$ cat src/rtl/int_pkg.sv
// Shared types and constants for the interrupt controller.
// Pure declarations: no logic, no latency, no flow control.
package int_pkg;

    typedef enum logic [1:0] {
        IDLE    = 2'd0,
        REQ     = 2'd1,
        SERVICE = 2'd2
    } int_state_t;

    localparam int IE_BIT  = 1;
    localparam int EXL_BIT = 0;
    localparam int MAX_SRC = 32;

endpackage

$ cat src/rtl/int_prio_enc.sv
// Highest-index-wins priority encoder over the masked pending vector.
// Latency: purely combinational.
// Backpressure: none; an empty vector yields id 0 with valid low.
module int_prio_enc #(
    parameter int N = 8,
    parameter int W = 3
) (
    input  logic [N-1:0] vec,
    output logic [W-1:0] id,
    output logic         valid
);

    always_comb begin
        id    = '0;
        valid = 1'b0;
        for (int i = N - 1; i >= 0; i--) begin
            if (!valid && vec[i]) begin
                valid = 1'b1;
                id    = W'(i);
            end
        end
    end

endmodule

$ cat src/rtl/int_ctrl.sv
// Interrupt controller: sync + edge/level capture, masked priority select, req/ack/eret FSM.
// Latency: irq_in edge to int_req is SYNC_STAGES+2 cycles; ack to exl_set/in_service is 1 cycle.
// Backpressure: a request is held (and re-targeted) until int_ack; no nesting while in service.
module int_ctrl
    import int_pkg::*;
#(
    parameter int NUM_SRC     = 8,
    parameter int ID_W        = $clog2(NUM_SRC),
    parameter int SYNC_STAGES = 2
) (
    input  logic               clk,
    input  logic               rst_n,
    input  logic [NUM_SRC-1:0] irq_in,
    input  logic [NUM_SRC-1:0] int_mask,
    input  logic [NUM_SRC-1:0] edge_mode,
    input  logic               status_ie,
    input  logic               status_exl,
    input  logic [NUM_SRC-1:0] pend_clr,
    input  logic               int_ack,
    input  logic               eret,
    output logic               int_req,
    output logic [ID_W-1:0]    int_id,
    output logic               exl_set,
    output logic [NUM_SRC-1:0] pending,
    output logic               in_service
);

    logic [NUM_SRC-1:0] irq_s;
    logic [NUM_SRC-1:0] irq_prev;
    logic [NUM_SRC-1:0] rise;
    logic [NUM_SRC-1:0] ack_clr;
    logic [NUM_SRC-1:0] pending_d;
    logic [ID_W-1:0]    win_id;
    logic               win_vld;
    logic               elig;
    logic               ack_take;

    int_state_t         state_q, state_d;
    logic               int_req_d, exl_set_d, in_service_d;
    logic [ID_W-1:0]    int_id_d;

    generate
        if (SYNC_STAGES == 0) begin : g_nosync
            assign irq_s = irq_in;
        end else begin : g_sync
            logic [NUM_SRC-1:0] sync_q [SYNC_STAGES];
            always_ff @(posedge clk or negedge rst_n) begin
                if (!rst_n) begin
                    for (int s = 0; s < SYNC_STAGES; s++) sync_q[s] <= '0;
                end else begin
                    sync_q[0] <= irq_in;
                    for (int s = 1; s < SYNC_STAGES; s++) sync_q[s] <= sync_q[s-1];
                end
            end
            assign irq_s = sync_q[SYNC_STAGES-1];
        end
    endgenerate

    // Ack only counts while a request is actually on the wire.
    assign ack_take  = (state_q == REQ) && int_ack && int_req;
    assign ack_clr   = ack_take ? (NUM_SRC'(1) << int_id) : '0;
    assign rise      = irq_s & ~irq_prev;
    // Edge bits: set beats clear. Level bits simply mirror the synchronized line.
    assign pending_d = (edge_mode & ((pending & ~(pend_clr | ack_clr)) | rise))
                     | (~edge_mode & irq_s);

    int_prio_enc #(
        .N (NUM_SRC),
        .W (ID_W)
    ) u_prio (
        .vec   (pending & int_mask),
        .id    (win_id),
        .valid (win_vld)
    );

    assign elig = win_vld && status_ie && !status_exl && !in_service;

    always_comb begin
        state_d      = state_q;
        int_req_d    = int_req;
        int_id_d     = int_id;
        exl_set_d    = 1'b0;
        in_service_d = in_service;
        case (state_q)
            IDLE: begin
                if (elig) begin
                    state_d   = REQ;
                    int_req_d = 1'b1;
                    int_id_d  = win_id;
                end
            end
            REQ: begin
                if (ack_take) begin
                    state_d      = SERVICE;
                    int_req_d    = 1'b0;
                    exl_set_d    = 1'b1;
                    in_service_d = 1'b1;
                end else if (!elig) begin
                    state_d   = IDLE;
                    int_req_d = 1'b0;
                end else begin
                    int_id_d = win_id;
                end
            end
            SERVICE: begin
                if (eret) begin
                    state_d      = IDLE;
                    in_service_d = 1'b0;
                end
            end
            default: begin
                state_d   = IDLE;
                int_req_d = 1'b0;
            end
        endcase
    end

    always_ff @(posedge clk or negedge rst_n) begin
        if (!rst_n) begin
            state_q    <= IDLE;
            irq_prev   <= '0;
            pending    <= '0;
            int_req    <= 1'b0;
            int_id     <= '0;
            exl_set    <= 1'b0;
            in_service <= 1'b0;
        end else begin
            state_q    <= state_d;
            irq_prev   <= irq_s;
            pending    <= pending_d;
            int_req    <= int_req_d;
            int_id     <= int_id_d;
            exl_set    <= exl_set_d;
            in_service <= in_service_d;
        end
    end

endmodule

$ cat config.mk
export PLATFORM = sky130hd
export DESIGN_NAME = int_ctrl
export DESIGN_NICKNAME = d
export VERILOG_FILES = /design/src/rtl/int_pkg.sv /design/src/rtl/int_prio_enc.sv /design/src/rtl/int_ctrl.sv
export SDC_FILE = /design/constraint.sdc
export NUM_CORES = 1
export LEC_CHECK = 0
export CAP_MARGIN = 5
export CORE_AREA = 2 2 73 58
export DETAILED_ROUTE_END_ITERATION = 8
export DIE_AREA = 0 0 75 60
export HOLD_SLACK_MARGIN = 0.1
export PLACE_DENSITY_LB_ADDON = 0.08
export SETUP_SLACK_MARGIN = 0.1
export SYNTH_ARGS = -nofsm -noshare
export SYNTH_HDL_FRONTEND = slang
export SYNTH_SLANG_ARGS = --single-unit
$ cat constraint.sdc
create_clock -name clk -period 3.4 [get_ports clk]
set_input_delay 0.34 -clock clk [delete_from_list [all_inputs] [get_ports clk]]
set_output_delay 0.34 -clock clk [all_outputs]
set_load 0.02 [all_outputs]
==> results.py, run 1 <==
metrics = {
    "logic_synthesis": {
        "yosysWarningCount": 0,
        "yosysTopAreaCell": "dfrtp_1",
        "yosysSeqAreaShare_pct": 68.85,
        "synth_top_area_share_pct": 68.85,
        "synth_area_leaders": "dfrtp_1 (69%), nand2_1 (7.7%), o31ai_1 (4.1%), mux2_1 (2.3%), nor3b_1 (2.1%)",
        "ys_ff_latch": 40,
        "synth_cells": 114,
        "avgSynthCellArea_sq_um": 12.75,
        "syn_area_sq_mm": 0.001454,
        "synthesis.nets": 152,
        "ys_types": 22,
    },
    "clock_network": {
        "numClockSinks": 40,
        "cts_buffers": 5,
        "cts.repair.resized": 0,
        "cts-root-buf": "clkbuf_8",
        "clk_latency_ps": 300,
        "htree_num_levels": 2,
        "cts_buffer_depth": 2,
        "post_cts_buffers": 0,
        "cts.hold.buffers_added": 0,
        "tritoncts": "built",
        "clkTransAtPathRegs_ps": 80,
    },
    "timing": {
        "drv_slew": 0,
        "fin_crit_sh_pct": 53.79,
        "max_clock_freq_ghz": 0.5468,
        "hold_viol_final": 0,
        "clock-skew-final_ps": 7.795,
        "relSlewSlack_pct": 42.98,
        "rsz0062_at_grt": "false",
        "timing.hold.ws_ps": 148.7,
        "setup_ws_ps": 1571,
        "finalCriticalPeriod_ps": 1829,
        "worst_slew_pin_slew_ps": 855.4,
        "timing.setup.tns_ps": 0,
        "setup_viol": 0,
    },
    "critical_path": {
        "path_max_fanout": 9,
        "crit_family": "buffers and inverters",
        "worstSetupEndpointType": "primary output",
        "worstPathArrival_ps": 1490,
        "path_cells": "clkdlybuf4s50_1",
        "slowest_stage": "clkdlybuf4s50_1",
        "cp_num_buf_inv": 1,
        "required_ps": 3060,
        "crit_type": "flop to primary output",
        "start_kind": "flop",
        "max_stage_delay_ps": 680,
    },
    "power": {
        "pwr-share-clk_pct": 30.8,
        "pwr-share-comb_pct": 21.4,
        "total_power_w": 0.001267,
        "power_density_mw_per_mm2": 591.3,
        "seq_power_share_pct": 47.8,
        "power.leakage_nw": 0.9154,
        "total_switching_power_w": 0.0003654,
        "p_sw_share_pct": 28.83,
        "p_int_w": 0.0009019,
        "peakVddDrop_uv": 389.3,
    },
    "global_routing": {
        "grt_busiest_layer": "met2",
        "grt_pass1_wl_um": 4864,
        "use_met3_pct": 6.577,
        "grt_pass1_vias": 1055,
        "antenna_found_initial": 0,
        "grt_start_max_net_pins": 41,
        "gr-usage-met2_pct": 22.93,
        "grtUsageTotal_pct": 15.33,
        "overflow": 0,
        "met1_usage_pct": 19.98,
    },
    "floorplan": {
        "core_sq_mm": 0.003829,
        "dieHeight_um": 60,
        "initial_core_util_pct": 37.97,
        "die-width_um": 75,
        "rows": 20,
        "pin_count": 52,
        "dieArea_sq_mm": 0.004500,
    },
    "routing": {
        "drc": 0,
        "via_count": 1061,
        "wl_per_cell_um": 13.29,
        "wl_um": 3031,
        "drt_iter0_drc": 46,
        "ant_nets": 0,
        "dr.pass1.iters": 6,
        "viasPerCell": 4.654,
    },
    "finish": {
        "antennaDiodeCount": 0,
        "drive_gt1_share_pct": 8.092,
        "stdcell_count": 228,
        "nNetsFinal": 210,
        "area_growth_pct": 47.42,
    },
    "worst_hold_path": {
        "hold_path_class": "input pin to asynchronous set/reset pin",
    },
    "placement": {
        "dp_cells": 220,
        "post-place-ws_ps": 1529,
        "dpl.hpwl_um": 2289,
        "numPortBuffers": 51,
        "gp_congestion": 0.7256,
    },
    "outcome": {
        "status": "completed",
    },
    "job": {
        "drv_cap": 0,
    },
}
-- metrics by stage --
stage	utilization, %	instance area [sq um]
2_1_floorplan	-	1454
3_3_place_gp	52.97	2028
3_5_place_dp	52.97	2028
4_1_cts	55.98	2143
5_1_grt	55.98	2143
6_report	55.98	2143
-- logic make-up (layout without fill, tap and decap cells) --
logic type / count (synthesis) / count (layout) / synth area share [%]
buffers and inverters: 4 / 63 / 1.032
multiplexers: 3 / 3 / 2.323
flip-flops: 40 / 40 / 68.85
AO/OA/AOI/OAI: 18 / 18 / 9.208
AND/OR/NAND/NOR: 49 / 49 / 18.59
-- metal layers --
| layer | routed length [um] | share of wire (%) | vias to the layer above |
|---|---|---|---|
| met1 | 1373 | 45 | 512 |
| met5 | 0 | 0 | - |
| met2 | 1415 | 47 | 32 |
| met4 | 38 | 1.3 | 0 |
| met3 | 203 | 6.7 | 6 |
| li1 | - | - | 511 |
-- layout by cell type, fill, tap and decap left out, types with 3 or more instances in the layout --
cell type / n
clkbuf_8: 5
clkdlybuf4s50_1: 50
dfrtp_1: 40
inv_1: 4
mux2_1: 3
nand2_1: 30
nand4_1: 3
nor3b_1: 4
o21ai_0: 4
o31ai_1: 8
-- flip-flops by register name, summed over array words and instances (netlist names) --
name,count
state_q,2
int_id,3
int_req,1
g_sync.sync_q,8
pending,8
in_service,1
irq_prev,8
exl_set,1
irq_s,8
-- cell usage after synthesis (all sizes together) --
master  number
dfrtp       40
o31ai        8
a22oi        4
a32oi        1
a21oi        1
nand4        3
nand3        2
nor3         2
nand2       30
nand2b       1
and2         1
inv          4
nand4b       2
o21ai        4
nor4b        1
mux2         3
nor3b        4
nor2         2
or2b         1
-- cell type report --
class,instances,area [sq um]
clock buffer,5,68.82
clock inverter,3,46.29
fill,330,1685
inverter,4,15.01
multi-input combinational,70,437.9
sequential,40,1001
tap,55,68.82
timing repair buffer,51,505.5
-- power groups by stage --
stage               Sequential, W  Clock, W  Combinational [W]
floorplan                0.000645         0          0.0000750
global placement         0.000611         0           0.000269
detailed placement       0.000615         0           0.000274
CTS                      0.000606  0.000402           0.000275
global route             0.000618  0.000423           0.000293
finish                   0.000605  0.000391           0.000271
-- worst paths after layout --
kind	startpoint	endpoint	slack, ps	depth (start not counted)
worst max-delay path	int_id[0]$_DFFE_PN0P_	int_id[0]	1570	1
worst min-delay path	rst_n	g_sync.sync_q[12]$_DFF_PN0_	150	1
worst max register to register	pending[3]$_DFF_PN0_	int_id[2]$_DFFE_PN0P_	1840	4
worst min register to register	g_sync.sync_q[13]$_DFF_PN0_	irq_s[5]$_DFF_PN0_	350	0
max in group asynchronous	rst_n	int_req$_DFFE_PN0P_	2710	1
min in group clk	g_sync.sync_q[13]$_DFF_PN0_	irq_s[5]$_DFF_PN0_	350	0
(Power assumes the default switching activity.)
==> run 2: changes to the inputs <==
==> constraint.sdc (replaced) <==
create_clock -name clk -period 1.7 [get_ports clk]
set_input_delay 0.17 -clock clk [delete_from_list [all_inputs] [get_ports clk]]
set_output_delay 0.17 -clock clk [all_outputs]
set_load 0.02 [all_outputs]
==> run 2 against run 1 <==
Against the previous run:
- wire length is 2.1% lower
- die area unchanged
- clock skew decreased by 3.5 ps
- first-iteration DRC count rose by 11%
- via count rose by 0.66%
- largest power group unchanged
==> results.py, run 2 (synthesis results as in run 1) <==
metrics = {
    "outcome": {
        "status": "completed",
    },
    "clock_network": {
        "clk_latency_ps": 290,
        "clkTransAtPathRegs_ps": 80,
        "numClockSinks": 40,
        "post_cts_buffers": 0,
        "tritoncts": "built",
        "cts_buffers": 5,
        "cts_buffer_depth": 2,
        "cts-root-buf": "clkbuf_8",
        "htree_num_levels": 2,
    },
    "finish": {
        "final_cell_mix": "clkdlybuf4s50_1 (49), dfrtp_1 (40), nand2_1 (30)",
        "area_growth_pct": 50.00,
        "drive_gt1_share_pct": 11.60,
        "nNetsFinal": 218,
        "finish.instance_area_sq_mm": 0.002181,
        "fin_util_pct": 56.96,
        "antennaDiodeCount": 0,
        "final_common_cell": "clkdlybuf4s50_1",
    },
    "floorplan": {
        "dieHeight_um": 60,
        "core_sq_mm": 0.003829,
        "initial_core_util_pct": 37.97,
        "rows": 20,
        "pin_count": 52,
        "die-width_um": 75,
        "dieArea_sq_mm": 0.004500,
    },
    "timing": {
        "rsz0062_at_grt": "false",
        "relSlewSlack_pct": 68.56,
        "drv_slew": 0,
        "max_clock_freq_ghz": 0.6555,
        "setup_ws_ps": 174.4,
        "clock-skew-final_ps": 4.301,
        "finalCriticalPeriod_ps": 1526,
        "timing.setup.tns_ps": 0,
        "setup_viol": 0,
        "worst_slew_pin_slew_ps": 471.6,
        "hold_viol_final": 0,
        "fin_crit_sh_pct": 89.74,
    },
    "global_routing": {
        "grt_pass1_vias": 1049,
        "overflow": 0,
        "grt_start_max_net_pins": 23,
        "grtUsageTotal_pct": 15.20,
        "grt_pass1_wl_um": 4871,
        "antenna_found_initial": 0,
    },
    "placement": {
        "place_area_sq_mm": 0.002081,
        "dpl.hpwl_um": 2322,
        "post-place-ws_ps": 32.77,
        "numPortBuffers": 51,
        "gp_congestion": 0.7895,
    },
    "power": {
        "p_int_w": 0.001691,
        "seq_power_share_pct": 48.3,
        "peakVddDrop_uv": 602.0,
        "power_density_mw_per_mm2": 1103,
        "power.leakage_nw": 0.9557,
        "pwr-share-clk_pct": 25.2,
        "pwr-share-comb_pct": 26.5,
        "total_switching_power_w": 0.0007153,
        "p_sw_share_pct": 29.73,
    },
    "critical_path": {
        "worstPathArrival_ps": 1360,
        "start_kind": "flop",
        "max_stage_delay_ps": 590,
        "path_cells": "buf_4 -> clkdlybuf4s50_1",
        "path_max_fanout": 3,
        "slowest_stage": "clkdlybuf4s50_1",
        "crit_type": "flop to primary output",
        "required_ps": 1530,
        "worstSetupEndpointType": "primary output",
    },
    "routing": {
        "wl_per_cell_um": 12.57,
        "drt_iter0_drc": 51,
        "via_count": 1068,
        "ant_nets": 0,
        "viasPerCell": 4.525,
        "wl_um": 2966,
        "drc": 0,
        "dr.pass1.iters": 4,
    },
    "job": {
        "drv_cap": 0,
    },
    "worst_hold_path": {
        "hold_path_class": "input pin to flop",
    },
}
[run 2: worst paths after layout]
check	startpoint	to	slack [ps]	depth (start not counted)
min in group asynchronous	rst_n	g_sync.sync_q[11]$_DFF_PN0_	360	2
max in group asynchronous	rst_n	exl_set$_DFF_PN0_	710	3
min reg2reg	g_sync.sync_q[12]$_DFF_PN0_	irq_s[4]$_DFF_PN0_	350	0
max	pending[3]$_DFF_PN0_	pending[3]	170	2
min	irq_in[0]	g_sync.sync_q[8]$_DFF_PN0_	310	1
max reg2reg	pending[7]$_DFF_PN0_	int_id[1]$_DFFE_PN0P_	230	4
[run 2: power by group through the flow]
stage               registers, W  clock network, W  logic, W
floorplan                0.00129                 0  0.000150
global placement         0.00118                 0  0.000635
detailed placement       0.00118                 0  0.000643
CTS                      0.00116          0.000635  0.000648
global route             0.00118          0.000683  0.000693
finish                   0.00116          0.000607  0.000638
[run 2: cell type report]
class | count | area, sq um
clock buffers | 5 | 68.82
multi-input cells | 70 | 437.9
well taps | 55 | 68.82
repair buffers | 59 | 570.5
flip-flops and latches | 40 | 1001
fillers | 322 | 1648
inverters | 4 | 15.01
clock inverters | 3 | 18.77
[run 2: per-stage QoR]
stage | cells | total power, W | hold slack (ps)
after floorplan | 114 | 0.001441 | -125.6
after global placement | 227 | 0.001816 | 146.2
after detailed placement | 227 | 0.001824 | 148.0
after CTS | 236 | 0.002446 | 305.4
after global routing | 236 | 0.002556 | 295.6
final | 236 | 0.002406 | 312.6
[run 2: critical path: cells and delay by family, from the launching register on]
family | cells | cell delay (ps)
buffers and inverters | 2 | 720
DFF | 1 | 350
[run 2: repair_timing]
item,in CTS,in global routing
hold endpoints to repair,21,0
hold buffers,1,0
resized for setup,0,1
setup endpoints to repair,0,1
[run 2: metal layers]
layer	vias up	share of wire, %	GRT usage, %
met4	0	1.1	6.888
met5	-	0	0
li1	533	-	-
met2	35	47	21.55
met1	496	46	21.13
met3	4	5.6	5.059
==> run 3: changes to the inputs <==
--- a/config.mk
+++ b/config.mk
@@ -9,6 +9,7 @@
 export CORE_AREA = 2 2 73 58
 export DETAILED_ROUTE_END_ITERATION = 8
 export DIE_AREA = 0 0 75 60
+export GPL_TIMING_DRIVEN = 0
 export HOLD_SLACK_MARGIN = 0.1
 export PLACE_DENSITY_LB_ADDON = 0.08
 export SETUP_SLACK_MARGIN = 0.1
==> constraint.sdc (replaced) <==
create_clock -name clk -period 1.95 [get_ports clk]
set_input_delay 0.195 -clock clk [delete_from_list [all_inputs] [get_ports clk]]
set_output_delay 0.195 -clock clk [all_outputs]
set_load 0.02 [all_outputs]
==> run 3 against run 2 <==
Against the previous run:
- sequential cell count did not move
- cell area fell by 0.98%
- first-iteration DRC count fell by 37%
- die area did not move
- count of clock-buffer cells in the layout rose by 1
- combinational power fell by 26%
- core utilization fell by 0.56 points
- critical path type unchanged
- critical endpoint is now int_id[0]
- largest power group unchanged
- highest routed layer unchanged
==> results.py, run 3 (synthesis results as in run 1) <==
metrics = {
    "routing": {
        "wl_per_cell_um": 12.81,
        "ant_nets": 0,
        "wl_um": 2934,
        "drc": 0,
        "via_count": 1076,
        "dr.pass1.iters": 4,
        "viasPerCell": 4.699,
        "drt_iter0_drc": 32,
    },
    "critical_path": {
        "max_stage_delay_ps": 690,
        "cp.depth": 1,
        "cp_num_buf_inv": 1,
        "required_ps": 1750,
        "crit_family": "buffers and inverters",
        "slowest_stage": "clkdlybuf4s50_1",
        "crit_type": "flop to primary output",
        "path_cells": "clkdlybuf4s50_1",
        "start_kind": "flop",
        "worstSetupEndpointType": "primary output",
        "path_max_fanout": 9,
        "worstPathArrival_ps": 1490,
        "r2r_cells": 4,
    },
    "timing": {
        "setup_ws_ps": 268.8,
        "worst_slew_pin_slew_ps": 846.3,
        "relSlewSlack_pct": 43.58,
        "finalCriticalPeriod_ps": 1681,
        "rsz0062_at_grt": "false",
        "drv_slew": 0,
        "setup_viol": 0,
        "fin_crit_sh_pct": 86.22,
        "clock-skew-final_ps": 8.845,
        "timing.hold.ws_ps": 333.5,
        "hold_viol_final": 0,
        "max_clock_freq_ghz": 0.5948,
    },
    "power": {
        "power.leakage_nw": 0.9263,
        "power_density_mw_per_mm2": 1029,
        "peakVddDrop_uv": 491.2,
    },
    "global_routing": {
        "grt_pass1_wl_um": 4761,
        "antenna_found_initial": 0,
        "grt_pass1_vias": 1057,
        "grt_start_max_net_pins": 41,
        "overflow": 0,
        "grtUsageTotal_pct": 14.85,
    },
    "floorplan": {
        "dieHeight_um": 60,
        "core_sq_mm": 0.003829,
        "dieArea_sq_mm": 0.004500,
        "die-width_um": 75,
        "pin_count": 52,
        "rows": 20,
        "initial_core_util_pct": 37.97,
    },
    "clock_network": {
        "tritoncts": "built",
        "post_cts_buffers": 0,
        "htree_num_levels": 2,
        "clkTransAtPathRegs_ps": 80,
        "cts.repair.resized": 0,
        "numClockSinks": 40,
        "cts-root-buf": "clkbuf_8",
        "cts.hold.buffers_added": 1,
        "cts_buffers": 5,
        "clk_latency_ps": 290,
        "cts_buffer_depth": 2,
    },
    "worst_hold_path": {
        "hold_path_class": "input pin to flop",
        "hold_depth": 1,
    },
    "finish": {
        "final_cell_mix": "clkdlybuf4s50_1 (50), dfrtp_1 (40), nand2_1 (30)",
        "area_growth_pct": 48.54,
        "antennaDiodeCount": 0,
        "nNetsFinal": 211,
        "final_common_cell": "clkdlybuf4s50_1",
        "drive_gt1_share_pct": 8.046,
    },
    "job": {
        "drv_cap": 0,
    },
    "placement": {
        "numPortBuffers": 51,
        "dpl.hpwl_um": 2204,
        "gp_congestion": 0.7138,
        "post-place-ws_ps": 195.6,
    },
    "outcome": {
        "status": "completed",
    },
}
[run 3: cell types whose count changed in the layout (fill, tap and decap cells not counted)]
cell and change:
clkdlybuf4s50_1 +1, dlymetal6s2s_1 -1, bufinv_16 +1, clkbuf_8 +1, clkinv_2 -2, buf_4 -7
[run 3: final timing paths]
kind	endpoint	slack [ps]	start
setup reg to reg	int_id[0]$_DFFE_PN0P_	390	pending[5]$_DFF_PN0_
hold reg to reg	irq_s[5]$_DFF_PN0_	350	g_sync.sync_q[13]$_DFF_PN0_
min in group asynchronous	g_sync.sync_q[12]$_DFF_PN0_	550	rst_n
hold / removal	g_sync.sync_q[8]$_DFF_PN0_	330	irq_in[0]
max in group asynchronous	int_req$_DFFE_PN0P_	860	rst_n
setup / recovery	int_id[0]	270	int_id[0]$_DFFE_PN0P_
[run 3: report_power, final]
| group | internal [W] | leakage [nW] | switching, W |
|---|---|---|---|
| Combinational | 0.000260 | 0.391 | 0.000210 |
| Clock | 0.000418 | 0.0614 | 0.000280 |
| Sequential | 0.000928 | 0.474 | 0.000125 |
[run 3: layout make-up]
| class | count | area (sq um) |
|---|---|---|
| timing repair buffer | 52 | 515.5 |
| clock buffer | 6 | 82.58 |
| clock inverter | 2 | 38.79 |
| inverter | 4 | 15.01 |
| multi-input combinational | 70 | 437.9 |
| tap | 55 | 68.82 |
| fill | 328 | 1669 |
| sequential | 40 | 1001 |
[run 3: through the flow]
stage / cell area, sq um / power (W) / setup TNS [ps] / cells / utilization (%)
after floorplan: 1454 / 0.001256 / 0 / 114 / -
after global routing: 2160 / 0.002338 / 0 / 229 / 56.41
after global placement: 2033 / 0.001531 / -10100 / 220 / 53.10
after CTS: 2160 / 0.002249 / 0 / 229 / 56.41
after detailed placement: 2028 / 0.001544 / 0 / 220 / 52.97
final: 2160 / 0.002221 / 0 / 229 / 56.41
[run 3: per-layer routing]
layer	GRT usage (%)	up-vias	routed length [um]
li1	-	518	-
met1	18.52	516	1349
met2	22.56	35	1343
met3	5.734	7	200
met4	7.398	0	40
met5	0	-	0
